**src/rtl/ped_request_scheduler.sv**
```systemverilog
// Pedestrian button conditioning and round-robin walk scheduling for the traffic light controller.
// Buttons are synchronised, debounced and latched. Pending requests are granted one at a time over req/ack.
module ped_request_scheduler #(
    parameter int unsigned CNT_W           = 32,
    parameter int unsigned DEBOUNCE_CYCLES = 500_000,
    parameter int unsigned WALK_TIME       = 350_000_000,
    parameter int unsigned CLEAR_TIME      = 100_000_000
) (
    input  logic clk,
    input  logic reset_n,
    input  logic ns_button,
    input  logic ew_button,
    input  logic hold,
    input  logic serve_ack,
    output logic serve_req,
    output logic serve_dir,
    output logic walk_ns,
    output logic walk_ew,
    output logic ns_pending,
    output logic ew_pending
);

    // state   | meaning
    // S_IDLE  | waiting for a pending request while hold is low
    // S_REQ   | serve_req raised toward the controller, waiting for serve_ack
    // S_WALK  | walk output for last_dir asserted, phase counter running
    // S_CLEAR | clearance interval, no walk, phase counter running
    localparam logic [1:0] S_IDLE  = 2'd0;
    localparam logic [1:0] S_REQ   = 2'd1;
    localparam logic [1:0] S_WALK  = 2'd2;
    localparam logic [1:0] S_CLEAR = 2'd3;

    localparam logic [CNT_W-1:0] DB_LAST    = CNT_W'(DEBOUNCE_CYCLES - 1);
    localparam logic [CNT_W-1:0] WALK_LAST  = CNT_W'(WALK_TIME - 1);
    localparam logic [CNT_W-1:0] CLEAR_LAST = CNT_W'(CLEAR_TIME - 1);

    // Channel index 0 is NS, 1 is EW, matching the serve_dir encoding.
    logic [1:0]       r_sync0;
    logic [1:0]       r_sync1;
    logic [1:0]       r_stable;
    logic [1:0]       r_stable_d;
    logic [CNT_W-1:0] r_db_cnt [2];
    logic [1:0]       r_pending;
    logic [1:0]       r_state;
    logic [CNT_W-1:0] r_phase_cnt;
    logic             r_last_dir;
    logic             r_serve_req;
    logic             r_serve_dir;
    logic             r_walk_ns;
    logic             r_walk_ew;

    logic [1:0] w_press;
    logic [1:0] w_pending_nxt;
    logic       w_in_service;
    logic       w_ack_take;
    logic       w_sel;

    always_ff @(posedge clk or negedge reset_n) begin
        if (!reset_n) begin
            r_sync0    <= '0;
            r_sync1    <= '0;
            r_stable   <= '0;
            r_stable_d <= '0;
            for (int i = 0; i < 2; i++) begin
                r_db_cnt[i] <= '0;
            end
        end else begin
            r_sync0    <= {ew_button, ns_button};
            r_sync1    <= r_sync0;
            r_stable_d <= r_stable;
            for (int i = 0; i < 2; i++) begin
                if (r_sync1[i] == r_stable[i]) begin
                    r_db_cnt[i] <= '0;
                end else if (r_db_cnt[i] == DB_LAST) begin
                    r_stable[i] <= r_sync1[i];
                    r_db_cnt[i] <= '0;
                end else begin
                    r_db_cnt[i] <= r_db_cnt[i] + CNT_W'(1);
                end
            end
        end
    end

    assign w_press      = r_stable & ~r_stable_d;
    assign w_in_service = (r_state == S_WALK) || (r_state == S_CLEAR);
    assign w_ack_take   = (r_state == S_REQ) && serve_ack;
    assign w_sel        = (r_pending == 2'b11) ? ~r_last_dir : r_pending[1];

    // The ack clear beats a same-cycle press; presses for the direction being served are dropped.
    always_comb begin
        w_pending_nxt = r_pending;
        for (int i = 0; i < 2; i++) begin
            if (w_ack_take && (r_serve_dir == i[0])) begin
                w_pending_nxt[i] = 1'b0;
            end else if (w_press[i] && !(w_in_service && (r_last_dir == i[0]))) begin
                w_pending_nxt[i] = 1'b1;
            end
        end
    end

    always_ff @(posedge clk or negedge reset_n) begin
        if (!reset_n) begin
            r_pending   <= '0;
            r_state     <= S_IDLE;
            r_phase_cnt <= '0;
            r_last_dir  <= 1'b1;
            r_serve_req <= 1'b0;
            r_serve_dir <= 1'b0;
            r_walk_ns   <= 1'b0;
            r_walk_ew   <= 1'b0;
        end else begin
            r_pending <= w_pending_nxt;
            case (r_state)
                S_IDLE: begin
                    if (!hold && (r_pending != 2'b00)) begin
                        r_serve_req <= 1'b1;
                        r_serve_dir <= w_sel;
                        r_state     <= S_REQ;
                    end
                end
                S_REQ: begin
                    if (serve_ack) begin
                        r_last_dir  <= r_serve_dir;
                        r_serve_req <= 1'b0;
                        r_phase_cnt <= WALK_LAST;
                        r_walk_ns   <= ~r_serve_dir;
                        r_walk_ew   <= r_serve_dir;
                        r_state     <= S_WALK;
                    end else if (hold) begin
                        r_serve_req <= 1'b0;
                        r_state     <= S_IDLE;
                    end
                end
                S_WALK: begin
                    if (hold) begin
                        r_walk_ns   <= 1'b0;
                        r_walk_ew   <= 1'b0;
                        r_phase_cnt <= '0;
                        r_state     <= S_IDLE;
                    end else if (r_phase_cnt == '0) begin
                        r_walk_ns   <= 1'b0;
                        r_walk_ew   <= 1'b0;
                        r_phase_cnt <= CLEAR_LAST;
                        r_state     <= S_CLEAR;
                    end else begin
                        r_phase_cnt <= r_phase_cnt - CNT_W'(1);
                    end
                end
                S_CLEAR: begin
                    if (hold || (r_phase_cnt == '0)) begin
                        r_phase_cnt <= '0;
                        r_state     <= S_IDLE;
                    end else begin
                        r_phase_cnt <= r_phase_cnt - CNT_W'(1);
                    end
                end
                default: begin
                    r_state <= S_IDLE;
                end
            endcase
        end
    end

    assign serve_req  = r_serve_req;
    assign serve_dir  = r_serve_dir;
    assign walk_ns    = r_walk_ns;
    assign walk_ew    = r_walk_ew;
    assign ns_pending = r_pending[0];
    assign ew_pending = r_pending[1];

endmodule
```
**config.mk**
```make
export PLATFORM = sky130hd
export DESIGN_NAME = ped_request_scheduler
export DESIGN_NICKNAME = d
export VERILOG_FILES = /design/src/rtl/ped_request_scheduler.sv
export SDC_FILE = /design/constraint.sdc
export NUM_CORES = 1
export LEC_CHECK = 0
export ABC_AREA = 0
export BUFFER_PORTS_ARGS = -buffer_cell sky130_fd_sc_hd__buf_4
export CAP_MARGIN = 25
export CORE_MARGIN = 2
export CORE_UTILIZATION = 60
export DETAILED_ROUTE_END_ITERATION = 7
export PLACE_DENSITY = 0.84
export SYNTH_ARGS = -nofsm -noshare
export SYNTH_HDL_FRONTEND = slang
export SYNTH_SLANG_ARGS = --single-unit
```
**constraint.sdc**
```tcl
create_clock -name clk -period 7.5 [get_ports clk]
set_clock_uncertainty 0.1 [all_clocks]
set_input_delay 0.75 -clock clk [delete_from_list [all_inputs] [get_ports clk]]
set_output_delay 0.75 -clock clk [all_outputs]
set_load 0.03 [all_outputs]
```
==> summary.txt, run 1 <==
Clocking
  – Clock tree buffer depth: 2
  – Clock-pin slew on the worst setup and hold paths: 0.06 ns
  – CTS tree: built
  – Root Driver: clkbuf_8
  – CTS Buf Count: 17
  – Postcts setup bufs: 0
  – Clock Latency Late Sink: 0.53 ns
  – Num Clock Sinks: roughly 110
  – Post-CTS sizing: 0
  – Hold buffer count at cts: 0
  – H-tree Lvls: 4

Timing
  – Setup TNS: 0 ns
  – Fin. max-slew vios: 0
  – Max_slew headroom: 32.2%
  – RSZ-0062 raised after global routing: no
  – Fin. Hold Viols: 0
  – Min cycle time layout: 3.04 ns
  – Worst slew pin tran: 1.01 ns
  – Peak Freq: 329 MHz
  – Final setup viols: 0
  – Final period util: just over 40%
  – Hold Slack: ~0.18 ns
  – PnR worst setup slack: 4.46 ns

Routing
  – Pre-antenna DRT Iters: 5
  – DRT antenna net count: 0
  – Vias per cell: ~6.3
  – Post-route DRC: 0
  – Routed WL per cell: 17.1 um
  – Initial DRC count: 341
  – Vias: 4938
  – DRT Wirelength: 13500 um

Setup path
  – R2r setup slk: 4.46 ns
  – Worst setup EP type: register
  – Reg-to-reg endpoint: r_phase_cnt[20]
  – CP required: 7.83 ns
  – Crit Path Max Fanout: 11
  – CP Launch Type: register
  – Critical Path AT: 3.37 ns
  – Reg2Reg Launch Point: r_phase_cnt[22]
  – R2R depth: 5
  – Type of the worst setup path: register to register

Pwr
  – Sw frac: between 30% and 40%
  – Clock power share: 39.5%
  – Total power: roughly 2.0 mW
  – Worst vdd ir: 0.214 mV
  – Static Leak: 2.79 nW
  – Pwr Density: approximately 300 mW/mm^2
  – Seq pwr share: between 30% and 40%
  – Gate power share: about a fifth
  – NetSw: 0.663 mW
  – Internal cell power: 1.35 mW

Layout
  – Diode count: 0
  – Nets@finish: 648
  – Area grow syn2layout: 13.0%
  – Most frequent cells in the layout: dfrtp_1, nor2_1, nand2_1
  – Share of cells above drive strength 1: 9.97%
  – Most common cell after layout, fill and taps aside: dfrtp_1
  – Final core occ: 69.0%

Floorplanning
  – Core region area: 0.00964 mm^2
  – # IOs: 12
  – # rows: 36
  – Initial Util: a little over 60%
  – DIE AREA: 0.0106 mm^2
  – Die width: 103 um
  – DIE HEIGHT: 103 um

Status
  – Outcome: finished clean

GRT
  – Vias in the first global route: 4728
  – Largest net degree at the start of global routing: 60
  – Global Route Usage Sum: roughly 28%
  – First-pass GRT wire length: 22500 um
  – Initial antenna violation count: 0
  – Grt total ovfl: 0

Synth
  – Synth warn: 0
  – Sequential-to-total area share from yosys stat: 48.1%
  – Number of synthesized flops with an enable pin: 0
  – Mapped cell area: 0.00588 mm^2
  – Post-Synthesis Cells: 627
  – Area leader, netlist: dfrtp_1
  – Area contributors post-synth: dfrtp_1, nor2_1, xor2_1
  – Netlist cell types: 66
  – Synth Flop Type: dfrtp_1
  – Syn avg cell area: roughly 9.4 um^2
  – Yosys top cell area share: 47.6%
  – Syn Nets: 636
  – FFs w/ async S/R, synth: between 90% and 100%
  – Register bit total from synthesis: 113

Flow run
  – Max Cap Viol: 0

Place
  – Place WS: 4.52 ns
  – Port Buffers: 11
  – HPWL after DPL: 8790 um
  – GPL Wtd Cong: 0.936

Min path
  – Hold WC Path Type: input pin to async pin
==> layout make-up <==
| class | count | area, um^2 |
|---|---|---|
| Clock buffer | 19 | 422 |
| Sequential cell | 113 | 2830 |
| Multi-Input combinational cell | 474 | 2890 |
| Clock inverter | 13 | 163 |
| Fill cell | 719 | 2990 |
| Inverter | 18 | 67.6 |
| Timing Repair Buffer | 15 | 110 |
| Tap cell | 133 | 166 |
==> cell usage after synthesis, types with 3 or more instances <==
cell      count
dfrtp_1     112
nor2_1       84
nand2_1      43
nand3_1      33
a21oi_1      32
xor2_1       28
o21ai_0      27
xnor2_1      26
nor4_1       24
nand4_1      22
and3_1       20
or3_1        19
inv_1        18
nor3_1       17
clkbuf_1     16
and4_1        8
nand2b_1      8
a31oi_1       6
a21o_1        5
or4_1         5
a211oi_1      4
and2_1        4
ha_1          3
mux2_2        3
nor4_2        3
o311ai_0      3
o31ai_1       3
or2_2         3
==> worst max-delay path by stage <==
stage	startpoint	endpoint	slack [ns]	cells after the start
final	r_phase_cnt[22]	r_phase_cnt[20]	4.46	5
after global routing	r_phase_cnt[0]	r_phase_cnt[20]	4.23	7
after CTS	r_phase_cnt[22]	r_phase_cnt[20]	4.50	5
after detailed placement	r_phase_cnt[22]	r_phase_cnt[20]	4.52	5
after global placement	r_phase_cnt[22]	r_phase_cnt[20]	4.64	5
after floorplan	r_phase_cnt[22]	r_phase_cnt[15]	4.90	7
==> power groups by stage <==
stage | clock [mW] | sequential [mW] | combinational (mW)
global route | 0.832 | 0.816 | 0.457
CTS | 0.807 | 0.798 | 0.411
finish | 0.795 | 0.803 | 0.414
global placement | 0 | 0.799 | 0.392
floorplan | 0 | 0.795 | 0.287
detailed placement | 0 | 0.806 | 0.408
==> registers in the layout (all words and copies together) (netlist names) <==
| signal | flops |
|---|---|
| r_stable_d | 2 |
| r_pending | 2 |
| serve_req | 1 |
| r_sync1 | 2 |
| r_stable | 2 |
| walk_ew | 1 |
| r_state | 2 |
| walk_ns | 1 |
| r_sync0 | 2 |
| r_db_cnt | 64 |
| r_last_dir | 1 |
| serve_dir | 1 |
| r_phase_cnt | 32 |
==> layer usage <==
metal	part of all wire, %	vias up	track usage (%)
met5	0	-	0
met4	2.4	0	13.2
met3	6.2	41	6.64
met2	49	217	43.7
met1	42	2377	35.7
li1	-	2303	-
==> cell families after synthesis <==
family	count (synthesis)	synth area share [%]
DFF	113	48.1
xor gates and xnor gates	54	8.04
buffers and inverters	40	2.79
AOI/OAI and AO/OA	105	11.8
and+or+nand+nor	309	28.1
muxes	3	0.574
adders and majority gates	3	0.638
==> worst max-delay path: stages (launching register included) <==
cell and delay (ns):
dfrtp_1 0.45, or4_1 0.57, or4_4 0.62, o31ai_2 0.75, a211oi_1 0.17, nor4_4 0.29
==> through the flow <==
stage          cell area, um^2  instances
2_1_floorplan             5880        627
3_3_place_gp              6060        752
3_5_place_dp              6060        752
4_1_cts                   6640        784
5_1_grt                   6650        785
6_report                  6650        785
No activity file was read; power rests on OpenSTA's default activity.
==> run 2: changes to the inputs <==
--- a/config.mk
+++ b/config.mk
@@ -9,9 +9,9 @@
 export BUFFER_PORTS_ARGS = -buffer_cell sky130_fd_sc_hd__buf_4
 export CAP_MARGIN = 25
 export CORE_MARGIN = 2
-export CORE_UTILIZATION = 60
+export CORE_UTILIZATION = 57
 export DETAILED_ROUTE_END_ITERATION = 7
-export PLACE_DENSITY = 0.84
+export PLACE_DENSITY = 0.83
 export SYNTH_ARGS = -nofsm -noshare
 export SYNTH_HDL_FRONTEND = slang
 export SYNTH_SLANG_ARGS = --single-unit
==> constraint.sdc (replaced) <==
create_clock -name clk -period 2.5 [get_ports clk]
set_clock_uncertainty 0.1 [all_clocks]
set_input_delay 0.25 -clock clk [delete_from_list [all_inputs] [get_ports clk]]
set_output_delay 0.25 -clock clk [all_outputs]
set_load 0.03 [all_outputs]
==> run 2 against run 1 <==
The run now ends with negative setup slack left. Design area rose by 9.4%. Clock power rose to 3.1 times the previous value. Flip-flop and latch count did not move. Global-route usage rose by 1.4 points. First-iteration DRC count rose by 18%. Power rose to 3.3 times the previous value. Sequential share of layout area fell by 3.7 points. Register-to-register slack got worse by 4.5 ns. Clock-buffer cell count rose by 3. Cell count rose by 8.2%. Setup slack got worse by 4.5 ns. Critical path type unchanged.
==> summary.txt, run 2 (same netlist as run 1, synthesis figures left out) <==
Floorplanning
  – DIE AREA: 0.0112 mm^2 (+5.1%)
  – Die width: 106 um (+2.5%)
  – Core region area: 0.0102 mm^2 (+5.7%)
  – # rows: 37 (+2.8%)
  – # IOs: 12 (unchanged)
  – Initial Util: 57.8% (-3.3 points)
  – DIE HEIGHT: 106 um (+2.5%)

Timing
  – Min cycle time layout: 2.52 ns (-0.519 ns)
  – Final setup viols: 1 (+1)
  – Setup TNS: -0.0170 ns (-0.0170 ns)
  – Worst slew pin tran: 0.781 ns (-0.228 ns)
  – Fin. max-slew vios: 0 (unchanged)
  – Final period util: 101% (+60 points)
  – Max_slew headroom: 47.9% (+16 points)
  – Peak Freq: 397 MHz (+21%)
  – PnR worst setup slack: -0.0170 ns (-4.48 ns)
  – RSZ-0062 raised after global routing: yes
  – Fin. Hold Viols: 0 (unchanged)

Setup path
  – Cells along the critical path: or4_4 -> or4_4 -> o31a_1 -> and3_4 -> a22o_1
  – R2r setup slk: -0.02 ns (-4.48 ns)
  – CP Launch Type: register
  – Most frequent CP cell: or4_4
  – Type of the worst setup path: register to register
  – Max stage delay on crit path: 0.54 ns (-0.21 ns)
  – Reg2Reg Launch Point: r_phase_cnt[22]
  – CP bufs+invs: 0 (unchanged)
  – CP required: 2.82 ns (-5.01 ns)
  – Critical path's slowest cell: or4_4
  – CP startpoint: r_phase_cnt[22]
  – Crit Path Max Fanout: 8 (-3)
  – Critical Path AT: 2.83 ns (-0.54 ns)
  – CP top delay family: simple AND/OR/NAND/NOR gates
  – Worst setup EP type: register

Layout
  – Regs by FF count: r_db_cnt: 64 flops, r_phase_cnt: 32 flops
  – Most frequent cells in the layout: dfrtp_1, nor2_1, buf_4
  – Filler cell count: 708 (-1.5%)
  – Final core occ: 71.4% (+2.4 points)
  – Max reg flops: 64 (unchanged)
  – Non-filler cells, final: 849 (+8.2%)
  – Area occupied by multi-input gates: 0.00299 mm^2 (+3.5%)
  – Most common cell after layout, fill and taps aside: dfrtp_1
  – Register Area: 0.00283 mm^2 (unchanged)
  – Diode count: 0 (unchanged)
  – Final instance area: 0.00727 mm^2 (+9.4%)
  – Share of cells above drive strength 1: 18.8% (+8.8 points)
  – Nets@finish: 709 (+9.4%)
  – Most flop-heavy register: r_db_cnt
  – Area grow syn2layout: 23.6%

Place
  – Post-Place Cells: 805 (+7.0%)
  – GPL Wtd Cong: 0.880 (-6.0%)
  – Port Buffers: 11 (unchanged)
  – Dpl cell area: 0.00647 mm^2 (+6.8%)
  – Place WS: -0.111 ns (-4.63 ns)
  – HPWL after DPL: 9770 um (+11%)

Clocking
  – Clock-pin slew on the worst setup and hold paths: 0.06 ns (about the same)
  – Clock tree buffer depth: 2 (unchanged)
  – CTS tree: built
  – Root Driver: clkbuf_8
  – H-tree Lvls: 4 (unchanged)
  – Clock Latency Late Sink: 0.53 ns (about the same)
  – CTS Buf Count: 17 (unchanged)
  – Num Clock Sinks: 113 (unchanged)

Routing
  – Routed WL per cell: 17.8 um (+3.5%)
  – Vias: 5281 (+6.9%)
  – DRT antenna net count: 0 (unchanged)
  – Initial DRC count: 402 (+18%)
  – Vias per cell: 6.22 (-1.1%)
  – Post-route DRC: 0 (unchanged)
  – DRT Wirelength: 15100 um (+12%)
  – Pre-antenna DRT Iters: 5 (unchanged)

GRT
  – Grt total ovfl: 0 (unchanged)
  – Largest net degree at the start of global routing: 53 (-12%)
  – First-pass GRT wire length: 25600 um (+14%)
  – Vias in the first global route: 5288 (+12%)
  – Global Route Usage Sum: 28.9% (+1.4 points)
  – Initial antenna violation count: 0 (unchanged)

Status
  – Outcome: finished with violations
  – Failing checks: negative setup slack

Pwr
  – Worst vdd ir: 0.532 mV (+150%)
  – Static Leak: 3.13 nW (+12%)
  – Pwr Density: 900 mW/mm^2 (+200%)

Flow run
  – Max Cap Viol: 0 (unchanged)

Min path
  – Hold WC Path Type: input pin to async pin
[run 2: changes by cell type in the layout (fill, tap and decap cells not counted), moves of 3 or more]
cell / delta
a21oi_1: -3
buf_4: +52
buf_6: +3
clkinv_4: -3
a21oi_2: +3
clkbuf_8: +3
dlygate4sd3_1: +5
[run 2: path summary, 6_finish.rpt]
check	depth (start not counted)	endpoint
max in group asynchronous	3	r_db_cnt[60]
max	5	r_phase_cnt[27]
min in group clk	0	r_sync1[1]
max reg2reg	5	r_phase_cnt[27]
min	2	r_phase_cnt[5]
min reg2reg	0	r_sync1[1]
[run 2: routing by layer]
layer	global-route usage, %	wire length (um)
met5	0	0
met4	14.7	483
met3	6.18	1040
met2	45.9	7240
met1	37.7	6300
[run 2: metrics by stage]
stage                     hold slack [ns]  total power, mW
after floorplan                    -0.146             3.26
after detailed placement            0.229             3.95
after CTS                           0.227             6.42
final                               0.195             6.54
after global placement              0.231             3.88
after global routing                0.252             6.82
[run 2: layout make-up]
cell class / instances / share of cell area (%)
clock buffers: 22 / 6.37
repair buffers: 76 / 8.52
clock inverters: 10 / 1.82
flip-flops and latches: 113 / 38.9
multi-input cells: 474 / 41.1
well taps: 136 / 2.34
inverters: 18 / 0.929
[run 2: repair_timing]
item,CTS,global route
hold endpoints to repair,51,0
gates resized for setup,4,17
hold buffers,5,0
buffers inserted,3,3
setup endpoints to repair,28,29
gates cloned,0,1
pin swaps,5,12
[run 2: power breakdown]
part / internal (mW) / total (mW) / switching [mW]
Sequential: 2.06 / 2.33 / 0.270
Clock: 1.59 / 2.43 / 0.838
Combinational: 0.772 / 1.79 / 1.01
Total: 4.42 / 6.54 / 2.12
[run 2: worst register-to-register path, cell delays in order, from the launching register on]
cell and delay, ns:
dfrtp_1 0.37, or4_4 0.54, or4_4 0.54, o31a_1 0.43, and3_4 0.25, a22o_1 0.18
